--- src/rtl/conv_stream_feeder_if.sv ---
// Source-memory read port plus the outgoing beat stream of the convolution feeder.
// The master side belongs to the feeder; the slave side is the memory/consumer environment.
interface conv_stream_feeder_if #(
  parameter int DATA_WIDTH = 16,
  parameter int ADDR_WIDTH = 20
);
  logic                  src_re;
  logic [ADDR_WIDTH-1:0] src_addr;
  logic [DATA_WIDTH-1:0] src_rdata;
  logic                  valid;
  logic                  ready;
  logic [DATA_WIDTH-1:0] data_out;
  logic                  beat_is_weight;
  logic                  beat_half;

  modport master (
    output src_re, src_addr,
    input  src_rdata,
    output valid, data_out, beat_is_weight, beat_half,
    input  ready
  );

  modport slave (
    input  src_re, src_addr,
    output src_rdata,
    input  valid, data_out, beat_is_weight, beat_half,
    output ready
  );
endinterface

--- src/rtl/conv_stream_feeder.sv ---
// Walks channels/pixels, reads weight and feature word pairs from memory and
// streams them through a 2-entry skid buffer with valid/ready flow control.
module conv_stream_feeder #(
  parameter int FEATURE_MAP_WIDTH  = 1024,
  parameter int FEATURE_MAP_HEIGHT = 1024,
  parameter int INPUT_NB_CHANNELS  = 64,
  parameter int OUTPUT_NB_CHANNELS = 64,
  parameter int DATA_WIDTH         = 16,
  parameter int LOG2_OF_MEM_HEIGHT = 20,
  parameter int WEIGHT_BASE        = 0
) (
  input  logic clk,
  input  logic rst_in,
  input  logic start,
  output logic running,
  output logic done,
  conv_stream_feeder_if.master bus
);

  localparam int AW = LOG2_OF_MEM_HEIGHT;
  localparam int XW = (FEATURE_MAP_WIDTH  > 1) ? $clog2(FEATURE_MAP_WIDTH)  : 1;
  localparam int YW = (FEATURE_MAP_HEIGHT > 1) ? $clog2(FEATURE_MAP_HEIGHT) : 1;
  localparam int IW = (INPUT_NB_CHANNELS  > 1) ? $clog2(INPUT_NB_CHANNELS)  : 1;
  localparam int OW = (OUTPUT_NB_CHANNELS > 1) ? $clog2(OUTPUT_NB_CHANNELS) : 1;

  localparam logic [XW-1:0] X_LAST = XW'(FEATURE_MAP_WIDTH - 1);
  localparam logic [YW-1:0] Y_LAST = YW'(FEATURE_MAP_HEIGHT - 1);
  localparam logic [IW-1:0] I_LAST = IW'(INPUT_NB_CHANNELS - 1);
  localparam logic [OW-1:0] O_LAST = OW'(OUTPUT_NB_CHANNELS - 1);

  typedef enum logic [2:0] {
    IDLE,
    LOAD_W,
    STREAM_F,
    DRAIN,
    DONE
  } state_t;

  state_t r_state;
  state_t w_nextState;

  logic          r_k;
  logic [XW-1:0] r_x;
  logic [YW-1:0] r_y;
  logic [IW-1:0] r_ci;
  logic [OW-1:0] r_co;

  logic r_inFlight;
  logic r_inFlightWeight;
  logic r_inFlightHalf;

  logic [DATA_WIDTH-1:0] r_data [2];
  logic                  r_tagW [2];
  logic                  r_tagH [2];
  logic                  r_wrPtr;
  logic                  r_rdPtr;
  logic [1:0]            r_count;

  logic          w_pop;
  logic [2:0]    w_load;
  logic          w_credit;
  logic          w_issueState;
  logic          w_re;
  logic          w_isWeight;
  logic          w_groupEnd;
  logic          w_lastGroup;
  logic [AW-1:0] w_wAddr;
  logic [AW-1:0] w_fAddr;

  // A read may only be issued if its word is guaranteed a FIFO slot on return.
  assign w_pop    = (r_count != 2'd0) && bus.ready;
  assign w_load   = {1'b0, r_count} + {2'b00, r_inFlight} - {2'b00, w_pop};
  assign w_credit = (w_load < 3'd2);

  // The first weight read goes out in the start cycle so data is valid two cycles later.
  assign w_issueState = ((r_state == IDLE) && start) || (r_state == LOAD_W) || (r_state == STREAM_F);
  assign w_re         = w_issueState && w_credit;
  assign w_isWeight   = (r_state != STREAM_F);
  assign w_groupEnd   = r_k && (r_y == Y_LAST) && (r_x == X_LAST);
  assign w_lastGroup  = (r_co == O_LAST) && (r_ci == I_LAST);

  assign w_wAddr = AW'(WEIGHT_BASE)
                 + ((AW'(r_co) * AW'(INPUT_NB_CHANNELS) + AW'(r_ci)) << 1)
                 + AW'(r_k);
  assign w_fAddr = ((((AW'(r_ci) * AW'(FEATURE_MAP_HEIGHT)) + AW'(r_y)) * AW'(FEATURE_MAP_WIDTH)
                   + AW'(r_x)) << 1)
                 + AW'(r_k);

  assign bus.src_re         = w_re;
  assign bus.src_addr       = w_isWeight ? w_wAddr : w_fAddr;
  assign bus.valid          = (r_count != 2'd0);
  assign bus.data_out       = r_data[r_rdPtr];
  assign bus.beat_is_weight = r_tagW[r_rdPtr];
  assign bus.beat_half      = r_tagH[r_rdPtr];

  assign running = (r_state == LOAD_W) || (r_state == STREAM_F) || (r_state == DRAIN);
  assign done    = (r_state == DONE);

  always_ff @(posedge clk) begin
    if (rst_in) begin
      r_state <= IDLE;
    end else begin
      r_state <= w_nextState;
    end
  end

  always_comb begin
    w_nextState = r_state;
    case (r_state)
      IDLE:     if (start) w_nextState = LOAD_W;
      LOAD_W:   if (w_re && r_k) w_nextState = STREAM_F;
      STREAM_F: if (w_re && w_groupEnd) w_nextState = w_lastGroup ? DRAIN : LOAD_W;
      DRAIN:    if ((r_count == 2'd0) && !r_inFlight) w_nextState = DONE;
      DONE:     w_nextState = IDLE;
      default:  w_nextState = IDLE;
    endcase
  end

  // Nested loop counters: k innermost, then y, x, ch_out, ch_in; all wrap to 0.
  always_ff @(posedge clk) begin
    if (rst_in) begin
      r_k  <= 1'b0;
      r_x  <= '0;
      r_y  <= '0;
      r_ci <= '0;
      r_co <= '0;
    end else if (w_re) begin
      r_k <= ~r_k;
      if (!w_isWeight && r_k) begin
        if (r_y == Y_LAST) begin
          r_y <= '0;
          if (r_x == X_LAST) begin
            r_x <= '0;
            if (r_co == O_LAST) begin
              r_co <= '0;
              r_ci <= (r_ci == I_LAST) ? '0 : r_ci + IW'(1);
            end else begin
              r_co <= r_co + OW'(1);
            end
          end else begin
            r_x <= r_x + XW'(1);
          end
        end else begin
          r_y <= r_y + YW'(1);
        end
      end
    end
  end

  always_ff @(posedge clk) begin
    if (rst_in) begin
      r_inFlight       <= 1'b0;
      r_inFlightWeight <= 1'b0;
      r_inFlightHalf   <= 1'b0;
      r_wrPtr          <= 1'b0;
      r_rdPtr          <= 1'b0;
      r_count          <= 2'd0;
      r_data[0]        <= '0;
      r_data[1]        <= '0;
      r_tagW[0]        <= 1'b0;
      r_tagW[1]        <= 1'b0;
      r_tagH[0]        <= 1'b0;
      r_tagH[1]        <= 1'b0;
    end else begin
      r_inFlight       <= w_re;
      r_inFlightWeight <= w_isWeight;
      r_inFlightHalf   <= r_k;
      if (r_inFlight) begin
        r_data[r_wrPtr] <= bus.src_rdata;
        r_tagW[r_wrPtr] <= r_inFlightWeight;
        r_tagH[r_wrPtr] <= r_inFlightHalf;
        r_wrPtr         <= ~r_wrPtr;
      end
      if (w_pop) begin
        r_rdPtr <= ~r_rdPtr;
      end
      r_count <= r_count + {1'b0, r_inFlight} - {1'b0, w_pop};
    end
  end

endmodule

--- src/flat_wrapper.sv ---
// flat-port wrapper written by rule: the top's interface ports become plain ports
module conv_stream_feeder_flat 
#(
  parameter int FEATURE_MAP_WIDTH  = 1024,
  parameter int FEATURE_MAP_HEIGHT = 1024,
  parameter int INPUT_NB_CHANNELS  = 64,
  parameter int OUTPUT_NB_CHANNELS = 64,
  parameter int DATA_WIDTH         = 16,
  parameter int LOG2_OF_MEM_HEIGHT = 20,
  parameter int WEIGHT_BASE        = 0
)
  (clk, rst_in, start, running, done, bus_src_re, bus_src_addr, bus_src_rdata, bus_valid, bus_data_out, bus_beat_is_weight, bus_beat_half, bus_ready);
  conv_stream_feeder_if #(.DATA_WIDTH(DATA_WIDTH), .ADDR_WIDTH(20)) bus_i ();
  input  logic clk;
  input  logic rst_in;
  input  logic start;
  output logic running;
  output logic done;
  output wire logic [$bits(bus_i.src_re)-1:0] bus_src_re;
  output wire logic [$bits(bus_i.src_addr)-1:0] bus_src_addr;
  input wire logic [$bits(bus_i.src_rdata)-1:0] bus_src_rdata;
  output wire logic [$bits(bus_i.valid)-1:0] bus_valid;
  output wire logic [$bits(bus_i.data_out)-1:0] bus_data_out;
  output wire logic [$bits(bus_i.beat_is_weight)-1:0] bus_beat_is_weight;
  output wire logic [$bits(bus_i.beat_half)-1:0] bus_beat_half;
  input wire logic [$bits(bus_i.ready)-1:0] bus_ready;
  assign bus_src_re = bus_i.src_re;
  assign bus_src_addr = bus_i.src_addr;
  assign bus_i.src_rdata = bus_src_rdata;
  assign bus_valid = bus_i.valid;
  assign bus_data_out = bus_i.data_out;
  assign bus_beat_is_weight = bus_i.beat_is_weight;
  assign bus_beat_half = bus_i.beat_half;
  assign bus_i.ready = bus_ready;
  conv_stream_feeder #(.FEATURE_MAP_WIDTH(FEATURE_MAP_WIDTH), .FEATURE_MAP_HEIGHT(FEATURE_MAP_HEIGHT), .INPUT_NB_CHANNELS(INPUT_NB_CHANNELS), .OUTPUT_NB_CHANNELS(OUTPUT_NB_CHANNELS), .DATA_WIDTH(DATA_WIDTH), .LOG2_OF_MEM_HEIGHT(LOG2_OF_MEM_HEIGHT), .WEIGHT_BASE(WEIGHT_BASE)) u_core (.clk(clk), .rst_in(rst_in), .start(start), .running(running), .done(done), .bus(bus_i));
endmodule
--- config.mk ---
export PLATFORM = sky130hd
export DESIGN_NAME = conv_stream_feeder_flat
export DESIGN_NICKNAME = d
export VERILOG_FILES = /design/src/rtl/conv_stream_feeder_if.sv /design/src/rtl/conv_stream_feeder.sv /design/src/flat_wrapper.sv
export SDC_FILE = /design/constraint.sdc
export NUM_CORES = 1
export LEC_CHECK = 0
export BUFFER_PORTS_ARGS = -buffer_cell sky130_fd_sc_hd__buf_2
export CORE_MARGIN = 4
export CORE_UTILIZATION = 34
export CTS_BUF_LIST = sky130_fd_sc_hd__clkbuf_8
export DETAILED_ROUTE_END_ITERATION = 6
export SLEW_MARGIN = 20
export SYNTH_ARGS = -nofsm -noshare
export SYNTH_HDL_FRONTEND = slang
export SYNTH_SLANG_ARGS = --single-unit
--- constraint.sdc ---
create_clock -name clk -period 3.7 [get_ports clk]
set_input_delay 0.185 -clock clk [delete_from_list [all_inputs] [get_ports clk]]
set_output_delay 0.185 -clock clk [all_outputs]
set_load 0.005 [all_outputs]
### After elaboration in Yosys (flattened, before gate mapping)

Memories as Yosys holds them, arrays and structs flattened. A register that Yosys moved wholly into a read port is not among the register bits.
Cells that the tools add are included.
Widths: inputs -> output; s select.

| storage, ports and cells | value |
|---|---|
| register bits | 43 |
| memory bits (writable) | 36 |
| input port bits | 20 |
| output and inout port bits | 42 |
| logic and storage cells | 103 |
| memories kept | 3 |

Memories:

| name | words | bits a word | rd ports | clocked after memory_dff | wr ports | line | source |
|---|---|---|---|---|---|---|---|
| u_core.r_data | 2 | 16 | 1 | 1 | 2 | conv_stream_feeder.sv:52 | `logic [DATA_WIDTH-1:0] r_data [2];` |
| u_core.r_tagH | 2 | 1 | 1 | 1 | 2 | conv_stream_feeder.sv:54 | `logic r_tagH [2];` |
| u_core.r_tagW | 2 | 1 | 1 | 1 | 2 | conv_stream_feeder.sv:53 | `logic r_tagW [2];` |

| cells by class | value |
|---|---|
| add/subtract/negate cells | 13 |
| magnitude comparators | 1 |
| eq/ne operators | 13 |
| multiplexer cells | 31 |
| bitwise gates (word level) | 3 |
| reductions and logical operators | 27 |

Operator list:

| cell | number |
|---|---|
| $add 20x1->20 | 2 |
| $add 10x1->10 const B | 2 |
| $eq 10x10->1 const B | 2 |
| $mux 10 | 2 |
| $mux 20 | 1 |
| $add 19x10->19 | 1 |
| $mux 1 | 19 |
| $mux 16 | 1 |
| $reduce_or 16->1 | 1 |
| $add 12x6->13 | 1 |
| $add 6x1->6 const B | 2 |
| $eq 6x6->1 const B | 2 |
| $mux 3 | 4 |
| $mux 6 | 2 |
| $pmux 3 s4 | 1 |
| $logic_and 1x1->1 | 10 |
| $add 1x9->9 const A | 1 |
| $ne 2x2->1 const B | 4 |
| $reduce_and 4->1 | 2 |
| $eq 3x2->1 const B | 2 |
| $reduce_and 5->1 | 1 |
| $logic_or 1x1->1 | 4 |
| $add 2x1->3 | 1 |
| $eq 3x1->1 const B | 1 |
| 15 further kinds | 19 |

### Longest topological paths before layout

| depth | value |
|---|---|
| depth in word-level cells | 8 |
| depth in mapped cells | 13 |
| gate-level depth less buffers | 11 |

### Least setup slack after synthesis

No wires, ideal clock.

| path | value |
|---|---|
| path type | register to register |
| from | register u_core.r_count[1] |
| to | register u_core.r_ci[4] |
| setup time | 70 ps |
| arrival | 3082 ps |
| setup slack | 547 ps |
| stages on the path, launching flop included | 14 |
| buffers on the path | 2 |
| clock period less this slack | 3153 ps |
| path through | dfxtp_1 or2_2 and2_1 ha_1 inv_1 ha_1 fa_1 nor3b_2 and3_1 buf_6 nand4_2 buf_6 or3_1 a21oi_1 |

| between the ends | value |
|---|---|
| cells in the longest elaborated chain, start to end | 6 |
| elaborated cells on any way between the ends | 7 |
| classes of those cells | add/sub (2); order compare (1); reduce/logical (4) |

RTL lines:

| element | line | source |
|---|---|---|
| start: declaration | conv_stream_feeder.sv:57 | `logic [1:0] r_count;` |
| start signal: assignment | conv_stream_feeder.sv:177 | `r_count <= r_count + {1'b0, r_inFlight} - {1'b0, w_pop};` |
| $reduce_bool 2->1 | -- |  |
| via bus_valid | flat_wrapper.sv:22 | `output wire logic [$bits(bus_i.valid)-1:0] bus_valid;` |
| $logic_and 1x1->1 | conv_stream_feeder.sv:71 | `assign w_pop = (r_count != 2'd0) && bus.ready;` |
| via u_core.w_pop | conv_stream_feeder.sv:59 | `logic w_pop;` |
| $sub 3x1->3 | conv_stream_feeder.sv:72 | `assign w_load = {1'b0, r_count} + {2'b00, r_inFlight} - {2'b00, w_pop};` |
| via u_core.w_load[1] | conv_stream_feeder.sv:60 | `logic [2:0] w_load;` |
| $lt 3x2->1 | conv_stream_feeder.sv:73 | `assign w_credit = (w_load < 3'd2);` |
| $logic_and 1x1->1 | conv_stream_feeder.sv:77 | `assign w_re = w_issueState && w_credit;` |
| $reduce_and 5->1 (no source line) | -- |  |
| end signal: assignment | conv_stream_feeder.sv:136 | `r_ci <= (r_ci == I_LAST) ? '0 : r_ci + IW'(1);` |
| end: declaration | conv_stream_feeder.sv:45 | `logic [IW-1:0] r_ci;` |

The timed path passes the listed nets, and every way through them passes these cells.
A chain may end at the register's enable or synchronous reset.

### Worst setup path in the final report

| path | value |
|---|---|
| from | register u_core.r_count[1] |
| to | register u_core.r_co[3] |

| between the ends | value |
|---|---|
| cells in the longest elaborated chain, start to end | 6 |
| elaborated cells on any way between the ends | 7 |
| classes of those cells | add/sub (2); order compare (1); reduce/logical (4) |

RTL lines:

| element | line | source |
|---|---|---|
| $reduce_bool 2->1 | conv_stream_feeder.sv:71 |  |
| $logic_and 1x1->1 | conv_stream_feeder.sv:71 |  |
| via u_core.w_pop | conv_stream_feeder.sv:59 |  |
| $sub 3x1->3 | conv_stream_feeder.sv:72 |  |
| via u_core.w_load[1] | conv_stream_feeder.sv:60 |  |
| $lt 3x2->1 | conv_stream_feeder.sv:73 |  |
| $logic_and 1x1->1 | conv_stream_feeder.sv:77 |  |
| $reduce_and 4->1 (no source line) | -- |  |
| end signal: assignment | conv_stream_feeder.sv:138 | `r_co <= r_co + OW'(1);` |
| end: declaration | conv_stream_feeder.sv:46 | `logic [OW-1:0] r_co;` |

The timed path passes the listed nets, and every way through them passes these cells.

==> results by group <==
Route
  • Vias per std cell: 4.88
  • DRC violations left: 0
  • Routed Antenna Nets: 0
  • Drt pass-1 iters: 4
  • WL/cell: 14.1 µm
  • Drt total wl: 8160 µm
  • Via count: 2818
  • Initial DRC Count: 114

GRT
  • Largest net degree at the start of global routing: 47
  • Initial antenna violation count: 0
  • All-Layer GR Usage: 12.5%
  • First-pass GRT wire length: 13300 µm
  • Number of global-route vias before repair: 2795
  • Gr ovfl total: 0

STA
  • Normalized max-slew margin: 34.5%
  • Maximum clock frequency: 292 MHz
  • RSZ-0062 raised after global routing: no
  • Layout Skew: 0.00989 ns
  • Slew @ Worst Pin: 0.977 ns
  • Final slew viol count: 0
  • Final period util: 92.5%
  • Fin crit period: 3.42 ns
  • Fin Setup TNS: 0 ns
  • Final setup vio count: 0
  • Final hold vios: 0

Pwr
  • Power Total: 0.00253 W
  • Power per standard cell area: 545 nW/µm²
  • Seq pwr share: 44.7%
  • Sw Ratio: 29.0%
  • P_int: 0.00180 W
  • NetSw: 0.000734 W
  • Clock Power Share: 30.8%
  • Maximum VDD drop: 0.246 mV
  • P_leak: 1.83 nW
  • Logic gate share of total power: 24.5%

Synth
  • Synth cell types: 54
  • Sequential fraction of the synthesis area: 49.0%
  • Post-synth net total: 401
  • Ys async rst share: 0%
  • Yosys warns: 0
  • Synth Flop Type: dfxtp_1
  • Post-Syn Instances: 374
  • Post-synth EDFFs: 36
  • Mapped Area: 4000 µm²
  • Yosys reg bits: 80
  • Syn Area/Cell: 10.7 µm²

Floorplanning
  • Core ar.: 11500 µm²
  • Die Area: 13600 µm²
  • Die Ht: 117 µm
  • Starting Density: 34.9%
  • Die W: 117 µm
  • # rows: 39
  • IO Count: 62

Layout
  • Ratio of cells with drive above 1 in the final layout: 30.6%
  • P&R area growth vs syn: 16.0%
  • Layout net count: 456
  • Commonest non-fill, non-tap cells in the layout: buf_2, and2_1, dfxtp_1
  • Fin cells: 577
  • Commonest non-fill, non-tap cell in the layout: buf_2
  • # diodes: 0

Hold path
  • Worst hold path class: input port to flip-flop

Clocking
  • H-tree levels: 3
  • Clock Latency Late Sink: 0.36 ns
  • Clk sinks: 80
  • Resize count post-CTS: 0
  • # Post-CTS Setup Buffers: 0
  • CTS tree: done
  • Root Driver: clkbuf_8
  • Clock slew at reported path FFs: 0.09 ns
  • Maximum clock path buffer count: 2
  • Number of CTS-inserted buffers: 9
  • Cts hold-fix bufs: 0

Setup path
  • Critical Path Start Type: flip-flop
  • Worst Path Max Fanout: 9
  • Kind of critical path: flip-flop to flip-flop
  • Required time worst endpoint: 3.99 ns
  • CP arrival: 3.71 ns
  • Kind of end point of the critical path: flip-flop

Place
  • Routability cong.: 0.812
  • Final HPWL DP: 5540 µm
  • Placed Cells: 561
  • Number of port buffers: 61

Outcome
  • Outcome: finished, final reports clean

Job
  • # Max-Cap Violations: 0
## flip-flops by register name, indices dropped and copies added, names as in the netlist, named ones only
signal and count:
u_core.r_rdPtr 1, u_core.r_co 6, u_core.r_inFlightHalf 1, u_core.r_x 10, u_core.r_ci 6, u_core.r_tagW 2
u_core.r_inFlightWeight 1, u_core.r_inFlight 1, u_core.r_k 1, u_core.r_y 10, u_core.r_state 3, u_core.r_wrPtr 1
u_core.r_count 2, u_core.r_data 32, u_core.r_tagH 2
## stage by stage
stage	hold WS, ns	utilization, %	cell area [µm²]	setup WS, ns
floorplan	0.373	-	4000	0.547
global placement	0.473	38.4	4400	0.362
detailed placement	0.477	38.4	4400	0.301
CTS	0.0878	40.5	4640	0.254
global route	0.0887	40.5	4640	0.000145
finish	0.108	40.5	4640	0.277
## kinds of logic after synthesis
family | count (synthesis) | synth area share [%]
AO/OA/AOI/OAI | 34 | 4.63
XOR/XNOR | 20 | 4.56
adder cells (fa/ha/maj) | 7 | 2.37
buffers and inverters | 28 | 3.75
flip-flops | 80 | 49.0
multiplexers | 32 | 8.97
AND/OR/NAND/NOR | 173 | 26.7
## final timing paths
kind | from | depth (start not counted) | endpoint | slack, ns
setup / recovery | u_core.r_count[1] | 12 | u_core.r_co[3] | 0.28
hold / removal | bus_src_rdata[6] | 2 | u_core.r_data[0][6] | 0.11
setup reg to reg | u_core.r_count[1] | 12 | u_core.r_co[3] | 0.28
hold reg to reg | u_core.r_ci[1] | 2 | u_core.r_ci[1] | 0.50
## cell type report
cell class	count	area, µm²
Inverter	8	30.0
Tap cell	143	179
Timing Repair Buffer	64	328
Clock inverter	7	120
Multi-Input combinational cell	266	1900
Sequential cell	80	1960
Clock buffer	9	124
Fill cell	1125	6820
## synthesized netlist by cell type (all sizes together) (2+ instances only)
cell type	count	area [µm²]
nor2b	5	31.3
nand3	18	108
a31oi	3	18.8
nand2	22	85.1
nor3	21	138
a21oi	18	90.1
nor2	24	92.6
o21ai	9	45.0
clkbuf	10	37.5
nor3b	2	31.3
dfxtp	44	881
nor4b	2	23.8
and2	45	282
or4	3	22.5
or3	9	56.3
inv	8	30.0
ha	6	75.1
nor4	6	71.3
mux2	31	349
buf	9	73.8
and3	4	26.3
or2	2	12.5
nand4	7	65.1
xor2	7	68.8
xnor2	13	114
edfxtp	36	1080
## per-layer routing
layer  up-vias  GRT usage, %  wire (µm)
li1       1425             -          -
met1      1327          14.7       3590
met2        60          21.6       4040
met3         6          4.20        468
met4         0          3.94         63
met5         -             0          0
## critical path, cell delays in order, from the launching register on
cell and delay, ns:
dfxtp_1 0.36, or2_2 0.31, and2_1 0.18, ha_1 0.27, inv_1 0.04, ha_1 0.18
fa_1 0.50, nor3b_2 0.32, and3_1 0.25, buf_4 0.19, nand3_4 0.10, or4b_1 0.48
a21oi_1 0.15
## power groups by stage
stage	clock network (W)	logic [W]	registers [W]
3_3_place_gp	0	0.000626	0.00115
3_5_place_dp	0	0.000629	0.00116
4_1_cts	0.000806	0.000634	0.00114
5_1_grt	0.000841	0.000698	0.00115
2_1_floorplan	0	0.000492	0.00109
6_report	0.000780	0.000620	0.00113
Note: power is estimated with default switching activity, not from simulation.
